===== src/rtl/hazard_ctrl.sv =====
// hazard_ctrl: pipeline hazard unit with shadow E/M/W state, stall/flush/forward logic and stall counter.
module hazard_ctrl (
    input  logic        CLK,
    input  logic        reset,
    input  logic [4:0]  RsD,
    input  logic [4:0]  RtD,
    input  logic [4:0]  WriteRegD,
    input  logic        RegWriteD,
    input  logic        MemtoRegD,
    input  logic        BranchD,
    input  logic        JumpRegD,
    input  logic        PCSrcD,
    output logic        StallF,
    output logic        StallD,
    output logic        FlushD,
    output logic        FlushE,
    output logic        ForwardAD,
    output logic        ForwardBD,
    output logic [1:0]  ForwardAE,
    output logic [1:0]  ForwardBE,
    output logic [15:0] StallCnt
);
    logic [4:0]  rs_e_q, rt_e_q, wr_e_q, wr_m_q, wr_w_q;
    logic [4:0]  rs_e_d, rt_e_d, wr_e_d, wr_m_d, wr_w_d;
    logic        rw_e_q, mtr_e_q, rw_m_q, mtr_m_q, rw_w_q;
    logic        rw_e_d, mtr_e_d, rw_m_d, mtr_m_d, rw_w_d;
    logic [15:0] cnt_q, cnt_d;
    logic        e_rs, e_rt, m_rs, m_rt, lwstall, branchstall, stall;

    // Register 0 is hardwired, so a write to it never creates a dependency.
    function automatic logic hit(input logic [4:0] src, input logic [4:0] wr, input logic rw);
        return rw && src != 5'd0 && src == wr;
    endfunction

    assign e_rs        = hit(RsD, wr_e_q, rw_e_q);
    assign e_rt        = hit(RtD, wr_e_q, rw_e_q);
    assign m_rs        = hit(RsD, wr_m_q, rw_m_q);
    assign m_rt        = hit(RtD, wr_m_q, rw_m_q);
    assign lwstall     = mtr_e_q && (e_rs || e_rt);
    assign branchstall = (BranchD && (e_rs || e_rt || (mtr_m_q && (m_rs || m_rt))))
                      || (JumpRegD && (e_rs || (mtr_m_q && m_rs)));
    assign stall       = lwstall || branchstall;

    assign StallF    = stall;
    assign StallD    = stall;
    assign FlushE    = stall;
    assign FlushD    = (PCSrcD || JumpRegD) && !stall;
    assign ForwardAD = m_rs;
    assign ForwardBD = m_rt;
    assign ForwardAE = hit(rs_e_q, wr_m_q, rw_m_q) ? 2'b10 : hit(rs_e_q, wr_w_q, rw_w_q) ? 2'b01 : 2'b00;
    assign ForwardBE = hit(rt_e_q, wr_m_q, rw_m_q) ? 2'b10 : hit(rt_e_q, wr_w_q, rw_w_q) ? 2'b01 : 2'b00;
    assign StallCnt  = cnt_q;

    always_comb begin
        rs_e_d  = stall ? 5'd0 : RsD;
        rt_e_d  = stall ? 5'd0 : RtD;
        wr_e_d  = stall ? 5'd0 : WriteRegD;
        rw_e_d  = stall ? 1'b0 : RegWriteD;
        mtr_e_d = stall ? 1'b0 : MemtoRegD;
        wr_m_d  = wr_e_q;
        rw_m_d  = rw_e_q;
        mtr_m_d = mtr_e_q;
        wr_w_d  = wr_m_q;
        rw_w_d  = rw_m_q;
        cnt_d   = (stall && cnt_q != 16'hFFFF) ? cnt_q + 16'd1 : cnt_q;
    end

    always_ff @(posedge CLK) begin
        if (reset) begin
            rs_e_q  <= 5'd0;
            rt_e_q  <= 5'd0;
            wr_e_q  <= 5'd0;
            rw_e_q  <= 1'b0;
            mtr_e_q <= 1'b0;
            wr_m_q  <= 5'd0;
            rw_m_q  <= 1'b0;
            mtr_m_q <= 1'b0;
            wr_w_q  <= 5'd0;
            rw_w_q  <= 1'b0;
            cnt_q   <= 16'd0;
        end else begin
            rs_e_q  <= rs_e_d;
            rt_e_q  <= rt_e_d;
            wr_e_q  <= wr_e_d;
            rw_e_q  <= rw_e_d;
            mtr_e_q <= mtr_e_d;
            wr_m_q  <= wr_m_d;
            rw_m_q  <= rw_m_d;
            mtr_m_q <= mtr_m_d;
            wr_w_q  <= wr_w_d;
            rw_w_q  <= rw_w_d;
            cnt_q   <= cnt_d;
        end
    end
endmodule


===== config.mk =====
export PLATFORM = sky130hd
export DESIGN_NAME = hazard_ctrl
export DESIGN_NICKNAME = d
export VERILOG_FILES = /design/src/rtl/hazard_ctrl.sv
export SDC_FILE = /design/constraint.sdc
export NUM_CORES = 1
export LEC_CHECK = 0
export CORE_UTILIZATION = 51
export DETAILED_ROUTE_END_ITERATION = 10
export PLACE_DENSITY = 0.8
export SYNTH_ARGS = -nofsm -noshare
export SYNTH_HDL_FRONTEND = slang
export SYNTH_SLANG_ARGS = --single-unit

===== constraint.sdc =====
create_clock -name CLK -period 4.6 [get_ports CLK]
set_input_delay 1.38 -clock CLK [delete_from_list [all_inputs] [get_ports CLK]]
set_output_delay 1.38 -clock CLK [all_outputs]
set_load 0.02 [all_outputs]

==> results of run 1 <==
==> where the power goes <==
part	internal (W)	leakage [nW]	switching (W)
Combinational	0.0000523	0.682	0.0000411
Sequential	0.000411	0.377	0.0000159
Clock	0.000121	0.0472	0.000138
Total	0.000584	1.11	0.000195
==> per-stage QoR <==
stage	setup slack (ps)	cells	hold slack, ps	area, µm²	TNS [ps]
global placement	-611	358	457	2900	-2430
finish	31.7	369	485	3050	0
global route	-36.2	369	508	3050	-78.1
CTS	22.8	367	477	3030	0
detailed placement	-718	358	462	2900	-2820
floorplan	117	257	439	2340	0
==> layout make-up <==
class,count,area (µm²)
clock buffer,6,82.6
clock inverter,2,12.5
fill,343,1340
inverter,3,11.3
multi-input combinational,191,1340
sequential,46,921
tap,52,65.1
timing repair buffer,69,621
==> repair_timing <==
item                                   4_1_cts  5_1_grt
hold buffers                                 0        0
pin swaps                                    9        5
setup buffers                                1        2
resized for setup                           38        3
setup endpoints to repair                    6        5
endpoints found under the hold margin        0        0
==> layer usage <==
layer | vias to the layer above | global-route usage, % | wire (µm)
li1 | 1019 | - | -
met3 | 6 | 4.36 | 221
met5 | - | 0 | 0
met1 | 993 | 27.9 | 2290
met2 | 55 | 38.8 | 2690
met4 | 0 | 8.67 | 56
==> path summary, 6_finish.rpt <==
| kind | end | slack [ps] |
|---|---|---|
| hold / removal | mtr_m_q$_SDFF_PP0_ | 490 |
| hold reg to reg | mtr_m_q$_SDFF_PP0_ | 490 |
| setup / recovery | StallF | 30 |
| setup reg to reg | StallCnt[10]$_SDFFE_PP0P_ | 2000 |
==> cells by family after synthesis <==
family	count (synthesis)	share of synthesized area, %
and+or+nand+nor	117	30.4
DFF	46	39.4
xor gates and xnor gates	38	14.2
AOI/OAI and AO/OA	33	8.93
buffers and inverters	20	5.61
muxes	2	0.962
adders and majority gates	1	0.535
==> flip-flops by register name, indices dropped and copies added, names as in the netlist, 5 cells and up <==
name / flops
StallCnt: 16
rs_e_q: 5
rt_e_q: 5
wr_e_q: 5
wr_m_q: 5
wr_w_q: 5
==> cell usage in the layout, fill, tap and decap left out, drive strengths merged <==
cell type / n
dfxtp: 46
clkdlybuf4s50: 33
buf: 26
xnor2: 22
and2: 20
nor2: 18
xor2: 16
a21oi: 16
nor2b: 15
nor4: 12
or4: 11
nand2: 10
nand3: 9
dlygate4sd2: 9
o31ai: 8
nor3: 6
nand4: 6
clkbuf: 6
and3: 4
o41ai: 3
or4b: 3
inv: 3
o21ai: 3
mux2: 2
a22oi: 1
o221a: 1
and4: 1
or2: 1
o32ai: 1
or3: 1
ha: 1
clkinv: 1
clkinvlp: 1
dlymetal6s2s: 1
==> key figures, run 1 <==
Critical path
  • CP Depth: 9
  • Family with the most delay on the worst path: simple AND/OR/NAND/NOR gates
  • Critical path fanouts, max: 4
  • CP startpoint: RsD[1]
  • CP Capture Type: primary output
  • Critical path's most frequent cell: buf_4
  • CP max stage cell: or4_4
  • Crit path cell chain: dlygate4sd2_1, or4_4, nor2_4, nor4_2, a22oi_2, o221a_1, inv_2, buf_4, buf_4
  • Worst path bufs/invs: 4
  • Crit start category: input pin
  • Data required, critical path: 3220 ps
  • Critical R2R Launch: wr_m_q[2]$_SDFF_PP0_
  • Arr. time, crit path: 3190 ps
  • Critical path class: in2out
  • Worst Reg-to-Reg Cells: 9
  • CP max stage delay: 560 ps

Route
  • Post-Route WL: 5260 µm
  • Routed length per instance: 14.2 µm
  • DR iter-0 viols: 166
  • Post-route ant nets: 0
  • Detailed Routing Iterations Pass 1: 4
  • Via Count: 2073
  • DR DRC count: 0
  • Post-DR vias/cell: 5.62

GRT
  • Grt ovf: 0
  • Global-route wire length before repair: 8840 µm
  • Vias in the first global route: 1983
  • Total track usage: 22.6%
  • Largest net degree at the start of global routing: 28
  • Initial antenna violation count: 0

Timing
  • Max-slew violations: 0
  • Fmax: 219 MHz
  • Worst Clk Skew: 6.28 ps
  • Worst-margin pin slew: 690 ps
  • Hold Fails Final Rpt: 0
  • Relative max-transition margin: 53.8%
  • Minimum clock period: 4570 ps
  • Finish-stage setup viols: 0
  • RSZ-0062 raised after global routing: true
  • Period utilization: 99.3%

Finish
  • Final Util: 69.5%
  • Net count, final: 339
  • Ratio of cells with drive above 1 in the final layout: 15.5%
  • Area grow syn2layout: 30.3%
  • Antenna diodes: 0

Synth
  • Synth Warn #: 0
  • Cell with the most instances after synthesis: dfxtp_1
  • Number of synthesized flops with an enable pin: 0
  • Synth area leader: dfxtp_1
  • Unique cell type count in the Yosys netlist: 38
  • Synth Register Bits: 46
  • Post-synth top area share: 39.4%
  • Top cells by count, synth: dfxtp_1, xnor2_1, and2_1
  • Synth async-reset ratio: 0%
  • Cells after Synth: 257
  • Area contributors post-synth: dfxtp_1, xnor2_1, xor2_1
  • Post-Syn Nets: 280
  • Mapped cell area: 2340 µm²
  • Sequential-to-total area share from yosys stat: 39.4%
  • Top_reg_cell synth: dfxtp_1
  • Syn avg cell area: 9.10 µm²

Die
  • Chip width: 69.7 µm
  • Core Region: 4380 µm²
  • Die Height: 69.7 µm
  • Starting Density: 53.4%
  • Site Rows: 24
  • I/O Pins: 48
  • Die Area: 4860 µm²

Power
  • Power Total: 0.000779 W
  • Max rail drop VDD: 0.209 mV
  • PD cells: 255 nW/µm²
  • P_leak: 1.11 nW

Clock network
  • Inserted Clock Buffers: 5
  • Clock Latency Late Sink: 300 ps
  • Clock Path Buffers: 2
  • Reg clk slew, reported paths: 80 ps
  • CTS tree: done
  • # H-tree levels: 2
  • CTS Root Cell: clkbuf_8
  • CTS sink count: 46

Hold path
  • Worst Hold Launch: mtr_e_q$_SDFF_PP0_
  • Hold Crit Depth: 1
  • Worst Hold Class: reg2reg

Placed design
  • Number of port buffers: 47
  • Final Wtd Congestion: 0.830
  • DP HPWL: 3800 µm

Status
  • Status: finished clean

Flow run
  • Max-cap violations: 0
No activity file was read; power rests on OpenSTA's default activity.
==> inputs of run 2 (changes only) <==
--- a/config.mk
+++ b/config.mk
@@ -8,6 +8,7 @@
 export CORE_UTILIZATION = 51
 export DETAILED_ROUTE_END_ITERATION = 10
 export PLACE_DENSITY = 0.8
+export RECOVER_POWER = 25
 export SYNTH_ARGS = -nofsm -noshare
 export SYNTH_HDL_FRONTEND = slang
 export SYNTH_SLANG_ARGS = --single-unit
==> run 2 against run 1 <==
Sequential power about the same. Routed wire length unchanged. Sequential cell count unchanged. Worst setup slack worse by 1.2 ps. Via count down 0.14%. Count of clock-buffer cells in the layout unchanged. Final area down 0.12%. Critical path depth unchanged. Maximum frequency about the same. Power about the same. Sequential share of layout area about the same. Highest routed layer unchanged.
==> key figures, run 2 (synthesis results as in run 1) <==
Status
  • Status: finished clean

Placed design
  • DP HPWL: 3800 µm (unchanged)
  • Number of port buffers: 47 (unchanged)
  • Post-place instance area: 2900 µm² (unchanged)
  • Final Wtd Congestion: 0.830 (unchanged)

Die
  • Die Area: 4860 µm² (unchanged)
  • Die Height: 69.7 µm (unchanged)
  • Site Rows: 24 (unchanged)
  • I/O Pins: 48 (unchanged)
  • Chip width: 69.7 µm (unchanged)
  • Starting Density: 53.4% (unchanged)
  • Core Region: 4380 µm² (unchanged)

Power
  • P_leak: 1.12 nW (+1.0%)
  • Max rail drop VDD: 0.209 mV (about the same)
  • Power Total: 0.000778 W (about the same)
  • PD cells: 256 nW/µm² (about the same)

Clock network
  • Clock Path Buffers: 2 (unchanged)
  • CTS tree: done
  • Cts hold-fix bufs: 0 (unchanged)
  • CTS sink count: 46 (unchanged)
  • CTS Root Cell: clkbuf_8
  • # H-tree levels: 2 (unchanged)
  • Reg clk slew, reported paths: 80 ps (about the same)
  • Clock Latency Late Sink: 300 ps (about the same)
  • Inserted Clock Buffers: 5 (unchanged)

Finish
  • Most frequent cells in the layout: dfxtp_1, clkdlybuf4s50_1, buf_4
  • Area grow syn2layout: 30.2%
  • Design Area, Final: 3050 µm² (-0.12%)
  • Antenna diodes: 0 (unchanged)
  • Commonest non-fill, non-tap cell in the layout: dfxtp_1
  • Area of the multi-input gates: 1340 µm² (unchanged)
  • Number of flip-flops in the largest register: 16 (unchanged)
  • Net count, final: 339 (unchanged)
  • Final Util: 69.5% (-0.086 points)
  • Reg area: 921 µm² (unchanged)
  • # fillers: 343 (unchanged)
  • Ratio of cells with drive above 1 in the final layout: 15.1% (-0.32 points)

GRT
  • Initial antenna violation count: 0 (unchanged)
  • Grt ovf: 0 (unchanged)
  • Largest net degree at the start of global routing: 28 (unchanged)
  • Total track usage: 22.6% (unchanged)
  • Vias in the first global route: 1983 (unchanged)
  • Global-route wire length before repair: 8840 µm (unchanged)

Critical path
  • CP Capture Type: primary output
  • Data required, critical path: 3220 ps (about the same)
  • Critical path fanouts, max: 4 (unchanged)
  • Arr. time, crit path: 3190 ps (about the same)
  • Crit start category: input pin
  • Critical path class: in2out

Timing
  • Setup tns final: 0 ps (unchanged)
  • Finish-stage setup viols: 0 (unchanged)
  • Worst-margin pin slew: 696 ps (+5.47 ps)
  • Relative max-transition margin: 53.5% (-0.37 points)
  • Max-slew violations: 0 (unchanged)
  • Period utilization: 99.3% (about the same)
  • Hold Fails Final Rpt: 0 (unchanged)
  • RSZ-0062 raised after global routing: true
  • Minimum clock period: 4570 ps (+1.18 ps)
  • Fmax: 219 MHz (about the same)
  • Hold slack: 485 ps (unchanged)
  • Worst Clk Skew: 6.28 ps (+0.00222 ps)

Route
  • DR iter-0 viols: 166 (unchanged)
  • Post-route ant nets: 0 (unchanged)
  • Routed length per instance: 14.2 µm (unchanged)
  • DR DRC count: 0 (unchanged)
  • Post-DR vias/cell: 5.61 (-0.14%)
  • Via Count: 2070 (-0.14%)
  • Detailed Routing Iterations Pass 1: 4 (unchanged)
  • Post-Route WL: 5260 µm (unchanged)

Flow run
  • Max-cap violations: 0 (unchanged)

Hold path
  • Worst Hold Class: reg2reg
[run 2: area by class of cell]
| cell class | count | area share [%] |
|---|---|---|
| clock buffers | 6 | 2.71 |
| clock inverters | 2 | 0.411 |
| multi-input cells | 191 | 43.9 |
| well taps | 52 | 2.14 |
| inverters | 3 | 0.370 |
| flip-flops and latches | 46 | 30.2 |
| repair buffers | 69 | 20.3 |
[run 2: worst paths after layout]
path / from / endpoint / slack, ps / depth (start not counted)
worst max-delay path: RsD[1] / StallF / 30 / 9
worst min-delay path: mtr_e_q$_SDFF_PP0_ / mtr_m_q$_SDFF_PP0_ / 490 / 1
worst max register to register: wr_m_q[2]$_SDFF_PP0_ / StallCnt[10]$_SDFFE_PP0P_ / 2000 / 9
worst min register to register: mtr_e_q$_SDFF_PP0_ / mtr_m_q$_SDFF_PP0_ / 490 / 1
[run 2: critical path: stages]
cell and delay, ps:
dlygate4sd2_1 240, or4_4 560, nor2_4 150, nor4_2 70, a22oi_2 190, o221a_1 250
inv_2 50, buf_4 140, buf_4 150
[run 2: repair_timing]
| item | 4_1_cts | 5_1_grt |
|---|---|---|
| endpoints found under the setup margin | 6 | 5 |
| gates resized for setup | 38 | 3 |
| hold endpoints to repair | 0 | 0 |
| pin swaps | 9 | 5 |
| buffers inserted | 1 | 2 |
[run 2: where the power goes]
group / switching [W] / total (W) / internal (W)
logic: 0.0000411 / 0.0000928 / 0.0000517
clock network: 0.000138 / 0.000259 / 0.000121
registers: 0.0000159 / 0.000427 / 0.000411
total: 0.000195 / 0.000778 / 0.000583
[run 2: metal layers]
| layer | wire [µm] | part of all wire [%] | GRT usage [%] |
|---|---|---|---|
| met4 | 56 | 1.1 | 8.67 |
| met5 | 0 | 0 | 0 |
| met3 | 221 | 4.2 | 4.36 |
| met1 | 2290 | 44 | 27.9 |
| met2 | 2690 | 51 | 38.8 |
[run 2: stage by stage]
step,setup WS (ps),cells
CTS,22.8,367
detailed placement,-718,358
global placement,-611,358
floorplan,117,257
finish,30.5,369
global route,-36.2,369
==> variant (flow settings as in run 2) <==
Register the output `StallCnt` once more, cleared by the reset; this adds one clock of latency there. The other outputs are not delayed to match.
--- a/src/rtl/hazard_ctrl.sv
+++ b/src/rtl/hazard_ctrl.sv
@@ -50,5 +50,11 @@
     assign ForwardAE = hit(rs_e_q, wr_m_q, rw_m_q) ? 2'b10 : hit(rs_e_q, wr_w_q, rw_w_q) ? 2'b01 : 2'b00;
     assign ForwardBE = hit(rt_e_q, wr_m_q, rw_m_q) ? 2'b10 : hit(rt_e_q, wr_w_q, rw_w_q) ? 2'b01 : 2'b00;
-    assign StallCnt  = cnt_q;
+    always_ff @(posedge CLK) begin
+        if (reset) begin
+            StallCnt <= '0;
+        end else begin
+            StallCnt <= cnt_q;
+        end
+    end
 
     always_comb begin
Behaviour: not the same (Yosys sat finds a counterexample within 4 cycles, from zero or initial values and one cycle with reset high).
==> variant against run 2 <==
Total power is 36% higher; setup slack improved by 0.046 ns; first-iteration DRC count fell by 33%; register-to-register slack better by 0.33 ns; clock skew grew 0.0021 ns; non-clock buffer count fell by 6; combinational power is 2.8% higher; synthesized area increased by 15%; sequential power rose by 33%; cell area increased by 13%; global-route usage fell by 1.4 points; via count grew 3.7%; routed wire length increased by 1.1%; sequential cell count grew 16.
==> variant: results (changes against run 2) <==
\begin{tabular}{lr}
\hline
Metric & Value \\
\hline
\multicolumn{2}{l}{\textbf{Layout}} \\
\quad Layout fillers & 416 (+21\%) \\
\quad Share of post-route cells with drive strength above 1 & 13.31\% (-1.8 points) \\
\multicolumn{2}{l}{\textbf{Synthesis}} \\
\quad Net Count, Synth & 300 (+7.1\%) \\
\quad Synth Area in Adders & 0.4643\% (-0.071 points) \\
\quad Mux share of post-synthesis cell area & 2.089\% (+1.1 points) \\
\quad Parity-gate share of the synthesized area counting xor and xnor cells & 11.70\% (-2.5 points) \\
\quad Mean Syn Cell Area & 9.730 sq um (+6.9\%) \\
\quad Biggest area contributors in the synthesized netlist & dfxtp\_1 (46\%), nor2b\_1 (7.2\%), xor2\_1 (6.5\%), xnor2\_1 (5.2\%), and2\_1 (4.4\%) \\
\multicolumn{2}{l}{\textbf{Global route}} \\
\quad Met1 Resource Use GR & 27.45\% (-0.44 points) \\
\quad Vias in the first global route & 1922 (-3.1\%) \\
\quad GR met2 Demand/Resource & 32.93\% (-5.9 points) \\
\quad Global Route met3 Usage & 6.426\% (+2.1 points) \\
\quad Wire length of the first global-routing pass & 8776 um (-0.70\%) \\
\multicolumn{2}{l}{\textbf{Placement}} \\
\quad Placed wire-length estimate after detailed placement & 3777 um (-0.68\%) \\
\quad Weighted congestion at the end of routability-driven global placement & 0.8741 (+5.3\%) \\
\quad Worst-case setup slack after placement & -0.5619 ns (+0.1557 ns) \\
\multicolumn{2}{l}{\textbf{Outcome}} \\
\quad Outcome & finished, final reports clean \\
\multicolumn{2}{l}{\textbf{Clocking}} \\
\quad TritonCTS Buffers & 9 (+4) \\
\quad Buffers inserted during post-CTS setup optimization & 0 (-1) \\
\quad Depth of the CTS H-tree & 3 (+1) \\
\quad Clock latency on the worst-skew pair & 0.33 ns (+0.03 ns) \\
\multicolumn{2}{l}{\textbf{Setup path}} \\
\quad Critical path's largest stage delay & 0.54 ns (-0.02 ns) \\
\quad Crit path DAT & 3.14 ns (-0.05 ns) \\
\multicolumn{2}{l}{\textbf{Die}} \\
\quad Die area & 5579 sq um (+15\%) \\
\multicolumn{2}{l}{\textbf{Route}} \\
\quad Via count & 2147 (+3.7\%) \\
\quad Total routed wire length on the met1 layer & 2395 um (+4.6\%) \\
\multicolumn{2}{l}{\textbf{Pwr}} \\
\quad Clock Power & 397 uW (+53\%) \\
\quad Static leakage power & 1.337 nW (+20\%) \\
\quad Share of total power in combinational logic & 9.0\% (-2.9 points) \\
\hline
\end{tabular}
[variant: timing repair]
action	in CTS	in global routing
hold endpoints to repair	0	0
setup endpoints to repair	6	5
gates resized for setup	38	9
pin swaps	4	7
[variant: layout make-up]
| cell class | instances | area [sq um] | area share, % |
|---|---|---|---|
| clock buffer | 15 | 156.4 | 4.531 |
| clock inverter | 1 | 5.005 | 0.1450 |
| inverter | 1 | 6.256 | 0.1812 |
| multi-input combinational | 196 | 1379 | 39.94 |
| sequential | 62 | 1241 | 35.96 |
| tap | 70 | 87.58 | 2.537 |
| timing repair buffer | 63 | 576.8 | 16.71 |
[variant: final timing paths]
| path | endpoint | slack, ns | cells past startpoint |
|---|---|---|---|
| setup / recovery | StallD | 0.08 | 9 |
| hold reg to reg | mtr_m_q | 0.46 | 1 |
| hold / removal | mtr_m_q | 0.46 | 1 |
| setup reg to reg | cnt_q[7] | 2.33 | 8 |
